$ cat src/rtl/alu_rr_arb.sv
// alu_rr_arb: two valid/ready requesters share one combinational ALU; grants alternate on ties.
// Accept -> EXEC (1 cycle) -> RESP until consumed; `define ALU_OVF_EN adds o_rsp0_ovf/o_rsp1_ovf.

module alu #(
    parameter int N = 32
) (
    input  logic [N-1:0] a_i,
    input  logic [N-1:0] b_i,
    input  logic [2:0]   f_i,
`ifdef ALU_OVF_EN
    output logic         ovf_o,
`endif
    output logic [N-1:0] y_o,
    output logic         c_o
);
    // f[2] inverts b and injects the +1, so c is the adder carry-out for every code (a>=b unsigned when f[2]=1)
    logic [N-1:0] b_eff;
    logic [N:0]   sum;
    logic         slt;

    always_comb begin
        b_eff = f_i[2] ? ~b_i : b_i;
        sum   = {1'b0, a_i} + {1'b0, b_eff} + {{N{1'b0}}, f_i[2]};
        slt   = $signed(a_i) < $signed(b_i);
        case (f_i[1:0])
            2'b00:   y_o = a_i & b_eff;
            2'b01:   y_o = a_i | b_eff;
            2'b10:   y_o = sum[N-1:0];
            default: y_o = f_i[2] ? {{(N-1){1'b0}}, slt} : '0;
        endcase
    end

    assign c_o = sum[N];

`ifdef ALU_OVF_EN
    assign ovf_o = (f_i[1:0] == 2'b10) && (a_i[N-1] == b_eff[N-1]) && (sum[N-1] != a_i[N-1]);
`endif

endmodule

module alu_rr_arb #(
    parameter int N = 32
) (
    input  logic         i_clk,
    input  logic         i_rst,
    input  logic         i_req0_valid,
    output logic         o_req0_ready,
    input  logic [N-1:0] i_req0_a,
    input  logic [N-1:0] i_req0_b,
    input  logic [2:0]   i_req0_f,
    input  logic         i_req1_valid,
    output logic         o_req1_ready,
    input  logic [N-1:0] i_req1_a,
    input  logic [N-1:0] i_req1_b,
    input  logic [2:0]   i_req1_f,
    output logic         o_rsp0_valid,
    input  logic         i_rsp0_ready,
    output logic [N-1:0] o_rsp0_y,
    output logic         o_rsp0_c,
    output logic         o_rsp1_valid,
    input  logic         i_rsp1_ready,
    output logic [N-1:0] o_rsp1_y,
    output logic         o_rsp1_c,
`ifdef ALU_OVF_EN
    output logic         o_rsp0_ovf,
    output logic         o_rsp1_ovf,
`endif
    output logic         o_busy
);

    typedef enum logic [1:0] {IDLE = 2'd0, EXEC = 2'd1, RESP = 2'd2} state_t;

    state_t       state_q;
    logic         last_gnt_q;
    logic         gnt_id_q;
    logic         gnt_d;
    logic         accept;
    logic         rsp_rdy;
    logic [N-1:0] op_a_q, op_a_d;
    logic [N-1:0] op_b_q, op_b_d;
    logic [2:0]   op_f_q, op_f_d;
    logic [N-1:0] alu_y;
    logic         alu_c;
    logic [N-1:0] res_y_q;
    logic         res_c_q;
    logic [1:0]   rsp_vld_q;
`ifdef ALU_OVF_EN
    logic         alu_ovf;
    logic         res_ovf_q;
`endif

    // On a tie the requester not served last wins; otherwise whichever is valid
    always_comb begin
        gnt_d = 1'b0;
        if (i_req0_valid && i_req1_valid) begin
            gnt_d = ~last_gnt_q;
        end else if (i_req1_valid) begin
            gnt_d = 1'b1;
        end
        op_a_d = gnt_d ? i_req1_a : i_req0_a;
        op_b_d = gnt_d ? i_req1_b : i_req0_b;
        op_f_d = gnt_d ? i_req1_f : i_req0_f;
    end

    assign accept       = (state_q == IDLE) && (i_req0_valid || i_req1_valid);
    assign o_req0_ready = (state_q == IDLE) && i_req0_valid && !gnt_d;
    assign o_req1_ready = (state_q == IDLE) && i_req1_valid && gnt_d;
    assign rsp_rdy      = gnt_id_q ? i_rsp1_ready : i_rsp0_ready;

    alu #(.N(N)) u_alu (
        .a_i   (op_a_q),
        .b_i   (op_b_q),
        .f_i   (op_f_q),
`ifdef ALU_OVF_EN
        .ovf_o (alu_ovf),
`endif
        .y_o   (alu_y),
        .c_o   (alu_c)
    );

    always_ff @(posedge i_clk or posedge i_rst) begin
        if (i_rst) begin
            state_q    <= IDLE;
            last_gnt_q <= 1'b1;
            gnt_id_q   <= 1'b0;
            op_a_q     <= '0;
            op_b_q     <= '0;
            op_f_q     <= '0;
            res_y_q    <= '0;
            res_c_q    <= 1'b0;
            rsp_vld_q  <= 2'b00;
`ifdef ALU_OVF_EN
            res_ovf_q  <= 1'b0;
`endif
        end else begin
            case (state_q)
                IDLE: begin
                    if (accept) begin
                        op_a_q     <= op_a_d;
                        op_b_q     <= op_b_d;
                        op_f_q     <= op_f_d;
                        gnt_id_q   <= gnt_d;
                        last_gnt_q <= gnt_d;
                        state_q    <= EXEC;
                    end
                end
                EXEC: begin
                    res_y_q   <= alu_y;
                    res_c_q   <= alu_c;
`ifdef ALU_OVF_EN
                    res_ovf_q <= alu_ovf;
`endif
                    rsp_vld_q <= gnt_id_q ? 2'b10 : 2'b01;
                    state_q   <= RESP;
                end
                RESP: begin
                    // No bypass: the next accept waits for the IDLE cycle
                    if (rsp_rdy) begin
                        rsp_vld_q <= 2'b00;
                        state_q   <= IDLE;
                    end
                end
                default: begin
                    rsp_vld_q <= 2'b00;
                    state_q   <= IDLE;
                end
            endcase
        end
    end

    assign o_rsp0_valid = rsp_vld_q[0];
    assign o_rsp1_valid = rsp_vld_q[1];
    assign o_rsp0_y     = res_y_q;
    assign o_rsp1_y     = res_y_q;
    assign o_rsp0_c     = res_c_q;
    assign o_rsp1_c     = res_c_q;
`ifdef ALU_OVF_EN
    assign o_rsp0_ovf   = res_ovf_q;
    assign o_rsp1_ovf   = res_ovf_q;
`endif
    assign o_busy       = (state_q != IDLE);

    a_req_onehot: assert property (@(posedge i_clk) disable iff (i_rst)
        !(o_req0_ready && o_req1_ready));
    a_rsp_onehot: assert property (@(posedge i_clk) disable iff (i_rst)
        !(o_rsp0_valid && o_rsp1_valid));
    a_rsp_in_resp: assert property (@(posedge i_clk) disable iff (i_rst)
        ((|rsp_vld_q) == (state_q == RESP)));

endmodule

$ cat config.mk
export PLATFORM = sky130hd
export DESIGN_NAME = alu_rr_arb
export DESIGN_NICKNAME = d
export VERILOG_FILES = /design/src/rtl/alu_rr_arb.sv
export SDC_FILE = /design/constraint.sdc
export NUM_CORES = 1
export LEC_CHECK = 0
export ABC_AREA = 0
export CAP_MARGIN = 0
export CORE_UTILIZATION = 50
export DETAILED_ROUTE_END_ITERATION = 6
export PLACE_DENSITY = 0.84
export SETUP_SLACK_MARGIN = 0.05
export SLEW_MARGIN = 25
export SYNTH_ARGS = -nofsm -noshare
export SYNTH_HDL_FRONTEND = slang
export SYNTH_SLANG_ARGS = --single-unit
$ cat constraint.sdc
create_clock -name i_clk -period 6.31 [get_ports i_clk]
set_input_delay 1.262 -clock i_clk [delete_from_list [all_inputs] [get_ports i_clk]]
set_output_delay 1.262 -clock i_clk [all_outputs]
set_load 0.01 [all_outputs]
==> flow_summary.ini, run 1 <==
[outcome]
status = finished clean

[timing]
whs_ns = 0.510
setup_viol = 0
drv_slew = 0
grt_setup_unrepaired = no
worstMarginPinSlew_ns = 0.906
fin_tns_setup_ns = 0
fmax_mhz = 217
period_minus_slack_ns = 4.61
hold_viol_final = 0
slew_headroom_pct = 39.4
skew_ns = 0.00910
period_share_pct = 73.1

[yosys]
synthFlopType = dfrtp_1
async_flop_share_pct = 100
yosysSeqAreaShare_pct = 30.1
yosys_warnings = 0
syn_area_um2 = 8820
ys_ff_latch = 106
avgSynthCellArea_um2 = 8.27
synth.net_count = 1301
synthCells = 1066
synth_cell_types = 64
synth_edf_count = 0

[final_layout]
finalInstanceArea_um2 = 11100
nets = 1444
drive_above_1_share_pct = 3.29
antennaDiodeCount = 0
fin_util_pct = 64.6
syn2layout_area_growth_pct = 26.3

[routing]
wl_met1_um = 11100
first_pass_iters = 5
topRoutingLayerUsed = met4
wl_met2_um = 10600
wire_per_inst_um = 16.6
via_count = 8030
drt-total-wl_um = 23800
drt_iter0_markers = 560
drc = 0
vias_per_cell = 5.58
wl_met3_um = 1690
ant_nets = 0

[die]
dieHeight_um = 135
start_util_pct = 51.2
std_cell_rows = 48
die_width_um = 135
fp.dieArea_um2 = 18200
boundaryPins = 211
coreArea_um2 = 17200

[clock_tree]
post_cts_resized = 0
hold_buffers = 0
cts_root_buf = clkbuf_16
cts_tree = done
h-tree-depth = 3
clock_latency_ns = 0.36
clk_pin_slew_ns = 0.07
cts_buffer_depth = 2
cts_sinks = 106
cts_made_buffers = 9
post-cts-setup-buffers = 0

[grt]
grt.total_usage_pct = 27.1
grt_pass1_vias = 7717
grt_max_degree = 138
grt_pass1_wl_um = 38600
antenna_found_initial = 0
grt-ovfl-total = 0

[place]
place_hpwl_um = 18700
io_buffer_count = 210
place_area_um2 = 10800
gp_congestion = 0.914

[power]
p_int_w = 0.00353
clockPowerShare_pct = 8.0
swShare_pct = 51.4
seq_power_share_pct = 19.5
p_sw_w = 0.00374
pwr_density_cell_nw_per_um2 = 652
power_frac_comb_pct = 72.6
peakVddDrop_mv = 0.567
p_total_w = 0.00727
leakage_nw = 5.08

[worst_setup_path]
crit_fanout = 39
cp-start-kind = primary input
cp.arrival_ns = 3.35
cp_data_required_time_ns = 5.05
crit_type = in2out
crit_path_end_kind = primary output

[worst_hold_path]
hold_class = reg2reg

[flow_run]
maxCapViolCount = 0
==> per-stage QoR <==
step / setup slack, ns / cells
6_report: 1.70 / 1439
3_3_place_gp: 1.74 / 1423
4_1_cts: 1.69 / 1439
2_1_floorplan: 2.26 / 1066
3_5_place_dp: 1.69 / 1423
5_1_grt: 1.57 / 1439
==> layer usage <==
metal,global-route usage [%],up-vias
met3,3.83,33
met5,0,-
li1,-,3935
met1,38.6,3746
met2,42.5,316
met4,7.93,0
==> cell usage after synthesis (6+ instances only) <==
| library cell | n | share of area (%) |
|---|---|---|
| a211oi_1 | 14 | 1.2 |
| a21o_1 | 8 | 0.68 |
| a21oi_1 | 71 | 4.0 |
| a22oi_1 | 9 | 0.77 |
| buf_1 | 13 | 0.55 |
| buf_4 | 33 | 2.8 |
| clkbuf_1 | 37 | 1.6 |
| dfrtp_1 | 105 | 30 |
| ha_1 | 94 | 13 |
| inv_1 | 110 | 4.7 |
| mux2i_1 | 78 | 8.9 |
| nand2_1 | 124 | 5.3 |
| nand3_1 | 13 | 0.74 |
| nand4_1 | 17 | 1.2 |
| nor2_1 | 51 | 2.2 |
| nor2b_1 | 6 | 0.43 |
| nor3_1 | 13 | 0.74 |
| o211ai_1 | 8 | 0.68 |
| o21a_1 | 10 | 0.85 |
| o21ai_0 | 116 | 6.6 |
| o221ai_1 | 8 | 0.79 |
| xnor2_1 | 16 | 1.6 |
| xor2_1 | 40 | 4.0 |
==> worst max-delay path, stage by stage <==
cell             delay [ns]
clkdlybuf4s50_1        0.53
a21boi_4               0.20
buf_4                  0.52
and2_1                 0.27
clkdlybuf4s50_1        0.56
==> cells by family after synthesis <==
family                   Yosys count  synth area share [%]
XOR/XNOR                          56                  5.56
AND/OR/NAND/NOR                  248                  12.5
AO/OA/AOI/OAI                    283                  19.3
flip-flops                       106                  30.1
buffers and inverters            198                  9.89
adder cells (fa/ha/maj)           96                  13.7
multiplexers                      79                  8.98
==> power groups by stage <==
| stage | combinational, W | sequential (W) | clock, W |
|---|---|---|---|
| 2_1_floorplan | 0.00379 | 0.00132 | 0 |
| 3_3_place_gp | 0.00502 | 0.00140 | 0 |
| 3_5_place_dp | 0.00516 | 0.00142 | 0 |
| 4_1_cts | 0.00520 | 0.00141 | 0.000580 |
| 5_1_grt | 0.00585 | 0.00146 | 0.000610 |
| 6_report | 0.00527 | 0.00142 | 0.000578 |
==> layout make-up <==
cell class              count  area [um2]
well taps                 225         282
clock buffers              11         233
multi-input cells         762        5320
fillers                  1480        6100
flip-flops and latches    106        2650
clock inverters             5        61.3
repair buffers            219        2170
inverters                 111         419
==> cells in the final DEF, fill, tap and decap left out, types with 3 or more instances in the layout <==
cell type,n
clkdlybuf4s50_1,210
nand2_1,124
o21ai_0,115
inv_1,109
dfrtp_1,105
ha_1,94
mux2i_1,78
a21oi_1,71
nor2_1,51
xor2_1,40
nand4_1,17
xnor2_1,16
a211oi_1,14
nor3_1,13
nand3_1,13
o21a_1,10
a22oi_1,9
clkbuf_16,9
o211ai_1,8
a21o_1,8
o221ai_1,8
buf_4,8
nor2b_1,5
or4_1,5
a31oi_1,4
a2111oi_0,3
nand2b_1,3
o31ai_1,3
o21bai_1,3
or3_1,3
==> sequential cells by signal, indices dropped and copies added, names as in the netlist <==
name / count
op_a_q: 32
rsp_vld_q: 2
o_rsp0_c: 1
state_q: 2
gnt_id_q: 1
last_gnt_q: 1
o_rsp0_y: 32
op_b_q: 32
op_f_q: 3
==> worst paths after layout <==
path | start | end | slack [ns] | cells past startpoint
max reg2reg | op_f_q[2] | o_rsp0_y[23] | 2.73 | 12
max in group asynchronous | i_rst | o_rsp0_y[29] | 3.86 | 3
min reg2reg | o_rsp0_y[5] | o_rsp0_y[5] | 0.51 | 2
max | i_req1_valid | o_req1_ready | 1.70 | 5
min in group asynchronous | i_rst | op_a_q[3] | 1.43 | 2
min | o_rsp0_y[5] | o_rsp0_y[5] | 0.51 | 2
(Power assumes the default switching activity.)
==> inputs of run 2 (changes only) <==
CORE_UTILIZATION = 46   (was 50)
PLACE_DENSITY = 0.82   (was 0.84)
clock period = 3.9 ns   (was 6.31 ns; I/O delays follow)
==> flow_summary.ini, run 2 (synthesized netlist as in run 1, its figures left out) <==
[final_layout]
nets = 1449
fin_util_pct = 59.7
drive_above_1_share_pct = 3.77
syn2layout_area_growth_pct = 27.2
finalNonFillerCells = 1453
layout_common_cells = 210 x clkdlybuf4s50_1, 124 x nand2_1, 115 x o21ai_0, 109 x inv_1, 105 x dfrtp_1
antennaDiodeCount = 0
layout_commonest_cell = clkdlybuf4s50_1

[clock_tree]
clk_pin_slew_ns = 0.08
cts_made_buffers = 9
h-tree-depth = 3
cts_buffer_depth = 2
cts_tree = done
clock_latency_ns = 0.36
post_cts_resized = 0
hold_buffers = 0
cts_root_buf = clkbuf_16
cts_sinks = 106
post-cts-setup-buffers = 0

[grt]
grt_pass1_wl_um = 38800
grt.total_usage_pct = 24.8
grt_max_degree = 138
antenna_found_initial = 0
grt_pass1_vias = 7619
grt-ovfl-total = 0

[worst_setup_path]
crit_type = reg2reg
crit_fanout = 18
cp-startpoint = op_f_q[2]
r2r_start = op_f_q[2]
critPathCapture = o_rsp0_y[31]
cp-start-kind = flop
cp.arrival_ns = 3.62
rrSetupSlack_ns = 0.58
crit_path_end_kind = flop
ff2ff_path_depth = 11
cp_data_required_time_ns = 4.20
reg2reg_to = o_rsp0_y[31]

[routing]
ant_nets = 0
via_count = 8127
vias_per_cell = 5.59
drt_iter0_markers = 700
drt-total-wl_um = 23900
first_pass_iters = 5
drc = 0
wire_per_inst_um = 16.4

[timing]
drv_slew = 0
setup_ws_ns = 0.578
period_share_pct = 85.2
period_minus_slack_ns = 3.32
grt_setup_unrepaired = no
setup_viol = 0
fmax_mhz = 301
fin_tns_setup_ns = 0
skew_ns = 0.0145
worstMarginPinSlew_ns = 0.680
hold_viol_final = 0
slew_headroom_pct = 54.5

[worst_hold_path]
hold_class = reg2reg

[place]
gp_congestion = 0.915
dp_slack_ns = 0.597
post-place-cells = 1437
place_hpwl_um = 18600
io_buffer_count = 210

[outcome]
status = finished clean

[die]
start_util_pct = 47.0
coreArea_um2 = 18800
dieHeight_um = 140
fp.dieArea_um2 = 19700
std_cell_rows = 50
die_width_um = 140
boundaryPins = 211

[power]
leakage_nw = 5.11
pwr_density_cell_nw_per_um2 = 1050
peakVddDrop_mv = 0.821
p_total_w = 0.0118

[flow_run]
maxCapViolCount = 0
==> run 2: worst min path at each step <==
stage	from	endpoint	cells after the start
final	o_rsp0_y[18]	o_rsp0_y[18]	2
after global routing	o_rsp0_y[5]	o_rsp0_y[5]	2
after CTS	o_rsp0_y[11]	o_rsp0_y[11]	2
after detailed placement	rsp_vld_q[0]	rsp_vld_q[0]	2
after global placement	op_f_q[2]	op_f_q[2]	2
after floorplan	op_b_q[10]	op_b_q[10]	2
==> run 2: cell type report <==
cell class              instances  area, um2
clock buffers                  11        233
clock inverters                 5       62.6
fillers                      1707       7550
inverters                     111        419
multi-input cells             762       5320
flip-flops and latches        106       2650
well taps                     234        293
repair buffers                224       2230
==> run 2: critical path, stage by stage (launching register included) <==
cell and delay [ns]:
dfrtp_1 0.37, buf_4 0.30, xor2_1 0.22, inv_1 0.06
ha_1 0.43, nand2_1 0.18, or4_1 0.52, a211o_1 0.31
a21oi_2 0.21, nor2b_2 0.09, or4_1 0.46, nand3_1 0.09
==> run 2: per-stage QoR <==
step	area, um2	hold WS, ns
2_1_floorplan	8820	0.490
3_3_place_gp	10900	0.492
3_5_place_dp	10900	0.499
4_1_cts	11200	0.517
5_1_grt	11200	0.549
6_report	11200	0.506
==> run 2: power by group <==
group	total, W	leakage (nW)	switching [W]	internal (W)
Combinational	0.00859	3.67	0.00497	0.00362
Sequential	0.00230	1.30	0.000650	0.00165
Clock	0.000935	0.142	0.000430	0.000505
Total	0.0118	5.11	0.00605	0.00577
==> run 2: per-layer routing <==
metal	track usage (%)	vias to the layer above	part of all wire, %
li1	-	3958	-
met1	36.1	3810	47
met2	38.5	326	44
met3	3.42	33	7.5
met4	6.75	0	1.8
met5	0	-	0
